--- src/rtl/fp_pkg.sv ---
// Shared types and constants for the Altair front-panel sequencer.
package fp_pkg;

    // Sequencer states
    typedef enum logic [2:0] {
        ST_HALT,
        ST_RUN,
        ST_STEP,
        ST_EXM_OP,
        ST_EXM_LO,
        ST_EXM_HI,
        ST_NXT_OP,
        ST_DEP_WR
    } fp_state_t;

    // Opcodes jammed onto the CPU data-in bus
    localparam logic [7:0] OP_JMP = 8'hC3;
    localparam logic [7:0] OP_NOP = 8'h00;

    // One-hot command selected from the switch pulses (all zero = no command)
    typedef enum logic [6:0] {
        CMD_NONE    = 7'b0000000,
        CMD_EXM     = 7'b0000001,
        CMD_EXM_NXT = 7'b0000010,
        CMD_DEP     = 7'b0000100,
        CMD_DEP_NXT = 7'b0001000,
        CMD_STEP    = 7'b0010000,
        CMD_RUN     = 7'b0100000,
        CMD_STOP    = 7'b1000000
    } fp_cmd_t;

endpackage

--- src/rtl/fp_cmd_arb.sv ---
// Fixed-priority switch arbiter. In HALT: exm > exm_nxt > dep > dep_nxt >
// step > run; in RUN only stop is accepted; nothing is accepted while busy.
// sw_step is honoured only when FP_SINGLE_STEP_EN is defined.
module fp_cmd_arb
    import fp_pkg::*;
(
    input  logic      sw_exm,
    input  logic      sw_exm_nxt,
    input  logic      sw_dep,
    input  logic      sw_dep_nxt,
    input  logic      sw_run,
    input  logic      sw_stop,
    input  logic      sw_step,
    input  logic      busy,
    input  fp_state_t state,
    output fp_cmd_t   cmd
);

`ifdef FP_SINGLE_STEP_EN
    localparam logic STEP_EN = 1'b1;
`else
    localparam logic STEP_EN = 1'b0;
`endif

    // Pick at most one command; losing pulses are simply dropped
    always_comb begin
        cmd = CMD_NONE;
        if (!busy) begin
            if (state == ST_HALT) begin
                if (sw_exm)                  cmd = CMD_EXM;
                else if (sw_exm_nxt)         cmd = CMD_EXM_NXT;
                else if (sw_dep)             cmd = CMD_DEP;
                else if (sw_dep_nxt)         cmd = CMD_DEP_NXT;
                else if (sw_step && STEP_EN) cmd = CMD_STEP;
                else if (sw_run)             cmd = CMD_RUN;
            end else if (state == ST_RUN) begin
                if (sw_stop) cmd = CMD_STOP;
            end
        end
    end

endmodule

--- src/rtl/front_panel_seq.sv ---
// Altair 8800 front-panel command sequencer: jams JMP/NOP and address bytes
// onto CPU reads, issues panel memory writes and drives READY.
// Optional single-step support is enabled by defining FP_SINGLE_STEP_EN.
module front_panel_seq
    import fp_pkg::*;
(
    input  logic        clk,
    input  logic        reset,
    input  logic        sw_exm,
    input  logic        sw_exm_nxt,
    input  logic        sw_dep,
    input  logic        sw_dep_nxt,
    input  logic        sw_run,
    input  logic        sw_stop,
    input  logic        sw_step,
    input  logic [15:0] addr_sw,
    input  logic [7:0]  data_sw,
    input  logic        cpu_rd,
    input  logic        cpu_m1,
    input  logic [15:0] cpu_addr,
    output logic        cpu_ready,
    output logic        jam_en,
    output logic [7:0]  jam_data,
    output logic        pnl_wr,
    output logic [15:0] pnl_wr_addr,
    output logic [7:0]  pnl_wr_data,
    output logic        running,
    output logic        busy
);

    fp_state_t   state_reg;
    fp_cmd_t     cmd;
    logic        rd_prev_reg;
    logic        rd_edge_reg;
    logic        m1_reg;
    logic        stop_pend_reg;
    logic        dep_pend_reg;
    logic        rd_edge;

    assign rd_edge = cpu_rd & ~rd_prev_reg;

    fp_cmd_arb u_arb (
        .sw_exm     (sw_exm),
        .sw_exm_nxt (sw_exm_nxt),
        .sw_dep     (sw_dep),
        .sw_dep_nxt (sw_dep_nxt),
        .sw_run     (sw_run),
        .sw_stop    (sw_stop),
        .sw_step    (sw_step),
        .busy       (busy),
        .state      (state_reg),
        .cmd        (cmd)
    );

    // Busy covers every multi-cycle panel sequence
    always_comb begin
        busy = 1'b0;
        case (state_reg)
            ST_EXM_OP, ST_EXM_LO, ST_EXM_HI,
            ST_NXT_OP, ST_DEP_WR, ST_STEP: busy = 1'b1;
            default: ;
        endcase
    end

    // Main sequencer; the read edge is registered once so the FSM acts one
    // cycle after detection, with cpu_m1 captured alongside the edge
    always_ff @(posedge clk) begin
        if (reset) begin
            state_reg     <= ST_HALT;
            rd_prev_reg   <= 1'b0;
            rd_edge_reg   <= 1'b0;
            m1_reg        <= 1'b0;
            stop_pend_reg <= 1'b0;
            dep_pend_reg  <= 1'b0;
            cpu_ready     <= 1'b0;
            jam_en        <= 1'b0;
            jam_data      <= 8'h00;
            pnl_wr        <= 1'b0;
            pnl_wr_addr   <= 16'h0000;
            pnl_wr_data   <= 8'h00;
            running       <= 1'b0;
        end else begin
            rd_prev_reg <= cpu_rd;
            rd_edge_reg <= rd_edge;
            if (rd_edge) m1_reg <= cpu_m1;
            pnl_wr <= 1'b0;

            case (state_reg)
                ST_HALT: begin
                    case (cmd)
                        CMD_EXM: begin
                            jam_data  <= OP_JMP;
                            jam_en    <= 1'b1;
                            cpu_ready <= 1'b1;
                            state_reg <= ST_EXM_OP;
                        end
                        CMD_EXM_NXT, CMD_DEP_NXT: begin
                            jam_data     <= OP_NOP;
                            jam_en       <= 1'b1;
                            cpu_ready    <= 1'b1;
                            dep_pend_reg <= (cmd == CMD_DEP_NXT);
                            state_reg    <= ST_NXT_OP;
                        end
                        CMD_DEP: begin
                            pnl_wr      <= 1'b1;
                            pnl_wr_addr <= cpu_addr;
                            pnl_wr_data <= data_sw;
                            state_reg   <= ST_DEP_WR;
                        end
`ifdef FP_SINGLE_STEP_EN
                        CMD_STEP: begin
                            cpu_ready <= 1'b1;
                            state_reg <= ST_STEP;
                        end
`endif
                        CMD_RUN: begin
                            cpu_ready <= 1'b1;
                            running   <= 1'b1;
                            state_reg <= ST_RUN;
                        end
                        default: ;
                    endcase
                end
                ST_RUN: begin
                    if (cmd == CMD_STOP) stop_pend_reg <= 1'b1;
                    if (rd_edge_reg && m1_reg && stop_pend_reg) begin
                        cpu_ready     <= 1'b0;
                        running       <= 1'b0;
                        stop_pend_reg <= 1'b0;
                        state_reg     <= ST_HALT;
                    end
                end
`ifdef FP_SINGLE_STEP_EN
                ST_STEP: begin
                    // The stalled fetch never re-edges, so the next M1 edge
                    // is the following instruction
                    if (rd_edge_reg && m1_reg) begin
                        cpu_ready <= 1'b0;
                        state_reg <= ST_HALT;
                    end
                end
`endif
                ST_EXM_OP: begin
                    if (rd_edge_reg) begin
                        jam_data  <= addr_sw[7:0];
                        state_reg <= ST_EXM_LO;
                    end
                end
                ST_EXM_LO: begin
                    if (rd_edge_reg) begin
                        jam_data  <= addr_sw[15:8];
                        state_reg <= ST_EXM_HI;
                    end
                end
                ST_EXM_HI: begin
                    if (rd_edge_reg) begin
                        jam_en    <= 1'b0;
                        jam_data  <= 8'h00;
                        cpu_ready <= 1'b0;
                        state_reg <= ST_HALT;
                    end
                end
                ST_NXT_OP: begin
                    // On the new fetch: halt again, and for deposit-next write
                    // straight away at the freshly incremented address
                    if (rd_edge_reg) begin
                        jam_en    <= 1'b0;
                        jam_data  <= 8'h00;
                        cpu_ready <= 1'b0;
                        if (dep_pend_reg) begin
                            pnl_wr       <= 1'b1;
                            pnl_wr_addr  <= cpu_addr;
                            pnl_wr_data  <= data_sw;
                            dep_pend_reg <= 1'b0;
                            state_reg    <= ST_DEP_WR;
                        end else begin
                            state_reg <= ST_HALT;
                        end
                    end
                end
                ST_DEP_WR: state_reg <= ST_HALT;
                default:   state_reg <= ST_HALT;
            endcase
        end
    end

endmodule

--- config.mk ---
export PLATFORM = sky130hd
export DESIGN_NAME = front_panel_seq
export DESIGN_NICKNAME = d
export VERILOG_FILES = /design/src/rtl/fp_pkg.sv /design/src/rtl/fp_cmd_arb.sv /design/src/rtl/front_panel_seq.sv
export SDC_FILE = /design/constraint.sdc
export NUM_CORES = 1
export LEC_CHECK = 0
export ABC_AREA = 1
export BUFFER_PORTS_ARGS = -buffer_cell sky130_fd_sc_hd__buf_4
export CAP_MARGIN = 20
export CORE_MARGIN = 2
export CORE_UTILIZATION = 35
export DETAILED_ROUTE_END_ITERATION = 16
export HOLD_SLACK_MARGIN = 0.08
export PLACE_DENSITY = 0.65
export RECOVER_POWER = 100
export REMOVE_ABC_BUFFERS = 1
export SETUP_SLACK_MARGIN = 0.05
export SYNTH_ARGS = -nofsm -noshare
export SYNTH_HDL_FRONTEND = slang
export SYNTH_HIERARCHICAL = 1
export SYNTH_SLANG_ARGS = --single-unit
--- constraint.sdc ---
create_clock -name clk -period 4.2 [get_ports clk]
set_input_delay 0.84 -clock clk [delete_from_list [all_inputs] [get_ports clk]]
set_output_delay 0.84 -clock clk [all_outputs]
set_load 0.005 [all_outputs]
==> flow_summary_export.csv <==
group,metric,value,unit
run_status,status,"complete, no violations",
timing,hold_viol,0,
timing,hold_ws,466,ps
timing,slew_violations,0,
cts,cts_buffer_depth,2,
drt,routedWlPerCell,10.9,um
placement,io_buffers,86,
timing,final-setup-viol-count,0,
synth,yosysSeqAreaShare,38.7,%
pwr,power.share.clock,15.3,%
synth,yosysTopAreaCell,"dfxtp_1",
cts,post_cts_buffers,0,
global_route,gr-usage-all-layers,15.6,%
pwr,pwr-share-seq,32.5,%
synth,ys_ff_latch,44,
synth,async_flop_share,0,%
synth,synthCells,338,
worst_hold_path,hp-start,"cpu_ready",
synth,ys_types,28,
pwr,leakagePower,1.44,nW
synth,synth.area.mux_share,0,%
timing,rsz0062_at_grt,"no",
setup_path,crit_chain,"nor2_1, inv_2, nor2_4, inv_1, nand2_1, inv_1, inv_1, nand3_1, nor2_1, inv_1, nor2_1, nand2_1, nor2_1, nand2_4, nand2_8, inv_4, nor2_1, nor2_1",
pwr,power.density,610,nW/um^2
timing,setup_slack,975,ps
setup_path,start_kind,"flip-flop",
synth,synth_compound_area_share,9.95,%
synth,ys_top_cells_by_area,"dfxtp_1, nor2_1, nand2_1, nor2_2, nand3_1",
cts,clock_latency,290,ps
setup_path,r2r_start,"state_reg[0]",
global_route,grt_pass1_wl,9290,um
cells_and_area,antenna_cells,0,
global_route,antenna_found_initial,0,
worst_hold_path,min_path_type,"flip-flop to flip-flop",
pwr,pwr-share-comb,52.1,%
synth,synth_common_cells,"nor2_1, nand2_1, dfxtp_1",
timing,fin_skew,9.98,ps
synth,synthAdderAreaFrac,0,%
pwr,power_switching,790,uW
placement,place.gp.congestion,0.850,
setup_path,path_max_fanout,25,
cells_and_area,reg_top3,"pnl_wr_addr: 16 flops, jam_data: 8 flops, pnl_wr_data: 8 flops",
cells_and_area,fin_nets,470,
floorplanning,core,6310,um^2
synth,synth-edff-count,0,
drt,antenna_left,0,
floorplanning,start_util,36.1,%
synth,synth_area,2280,um^2
cts,clk_pin_slew,90,ps
cells_and_area,drive_above_1_share,24.0,%
synth,yosys_warnings,6,
flow_run,max-cap-violations,0,
cts,cts_inserted_buffers,5,
global_route,grt_max_degree,36,
cells_and_area,top_register,"pnl_wr_addr",
synth,synth-xor-area-share,0,%
timing,finalCritPeriodShare,76.8,%
placement,dp_hpwl,4030,um
synth,synth_top_area_share,38.7,%
drt,firstDrtPassIters,4,
setup_path,worstSetupStartpoint,"state_reg[0]",
cts,clockRootBuffer,"clkbuf_8",
timing,slew_headroom,34.2,%
cts,cts_tree,"done",
pwr,ir_worst_vdd,0.000280,V
cts,hold_buffers,0,
setup_path,cp_common_cell,"nor2_1",
setup_path,worst-endpoint-arrival,3420,ps
synth,synth-simple-area-share,41.0,%
cts,cts.htree.levels,2,
drt,drc_errors,0,
global_route,overflow,0,
floorplanning,fp.dieW,84.7,um
floorplanning,die_h,84.7,um
setup_path,slowest_delay,590,ps
timing,worst_pin_slew,987,ps
drt,wirelength,5420,um
synth,synth_most_common_cell,"nor2_1",
setup_path,worstSetupPathType,"flip-flop to flip-flop",
floorplanning,io_pins,88,
timing,fin_crit,3220,ps
cts,cts_resized,0,
cells_and_area,largest_reg_flops,16,
drt,vias,2297,
synth,ys.flop_type,"dfxtp_1",
floorplanning,die_area,7170,um^2
drt,drt_iter0_drc,62,
pwr,switching_share,44.1,%
pwr,internal_power,1.00,mW
setup_path,crit_required,4390,ps
cells_and_area,areaGrowthSynthToFinish,29.1,%
synth,syn_avg_cell_area,6.74,um^2
global_route,grt_pass1_vias,2202,
floorplanning,num_rows,29,
timing,fin_tns_setup,0,ps
placement,post-place-ws,1240,ps
timing,fmax,310,MHz
drt,viasPerCell,4.62,
setup_path,slowest_stage,"nor2_1",
synth,synth_top_family_by_area,"simple AND/OR/NAND/NOR gates",
setup_path,cp-end-kind,"flip-flop",
cts,clock_sinks,44,
power by group through the flow:
stage	clock [mW]	combinational, mW	sequential (mW)
6_report	0.275	0.934	0.583
5_1_grt	0.308	1.08	0.599
4_1_cts	0.289	0.966	0.592
3_5_place_dp	0	0.964	0.601
3_3_place_gp	0	0.955	0.596
2_1_floorplan	0	0.663	0.591
worst paths after layout:
kind | end | slack [ps] | depth (start not counted)
setup / recovery | pnl_wr_addr[7] | 980 | 18
hold / removal | cpu_ready | 470 | 2
setup reg to reg | pnl_wr_addr[7] | 980 | 18
hold reg to reg | cpu_ready | 470 | 2
worst max-delay path, delay by kind of cell (launching register included):
kind                   cells  cell delay (ps)
AND/OR/NAND/NOR           12             2080
flip-flops                 1              410
buffers and inverters      6              590
metrics by stage:
stage | instances | power (mW) | area, um^2 | utilization, %
global placement | 489 | 1.55 | 2920 | 46.3
global route | 497 | 1.98 | 2940 | 46.6
finish | 497 | 1.79 | 2940 | 46.6
CTS | 497 | 1.85 | 3020 | 47.8
detailed placement | 489 | 1.56 | 2920 | 46.3
floorplan | 326 | 1.25 | 2180 | -
cells by family (layout without fill, tap and decap cells):
group / after synthesis / count (layout)
and+or+nand+nor: 202 / 202
buffers and inverters: 46 / 128
DFF: 44 / 44
other: 1 / 1
AOI/OAI and AO/OA: 45 / 45
cells in the final DEF, fill, tap and decap left out:
cell	Yosys	layout
inv_1	30	30
nor2_4	2	1
clkbuf_4	0	30
nor2_2	22	5
o21ai_0	11	11
conb_1	1	1
nand2_1	62	63
nand4_1	3	3
nor3_1	3	3
nand3_2	1	1
nand2_4	2	2
nand2_8	1	1
nand2_2	2	1
clkbuf_8	0	6
buf_4	2	49
inv_2	1	1
inv_4	2	2
clkbuf_1	4	7
dfxtp_1	44	44
a21oi_1	13	13
nor2b_1	1	1
nor2_1	73	91
o21ai_1	20	20
clkinvlp_4	0	2
nand3b_1	5	5
nand3_1	25	25
a31oi_1	1	1
clkinv_1	1	1
metal layers:
metal | part of all wire, % | routed length [um] | GRT usage, %
met1 | 46 | 2490 | 18.7
met2 | 44 | 2400 | 25.8
met3 | 8.4 | 455 | 5.60
met4 | 1.3 | 72 | 5.19
met5 | 0 | 0 | 0
area by class of cell:
type / count / area [um^2]
Timing Repair Buffer: 86 / 619
Multi-Input combinational cell: 248 / 1110
Clock buffer: 6 / 82.6
Clock inverter: 2 / 15.0
Fill cell: 663 / 3370
Tap cell: 77 / 96.3
Inverter: 34 / 133
Sequential cell: 44 / 881
(Power assumes the default switching activity.)
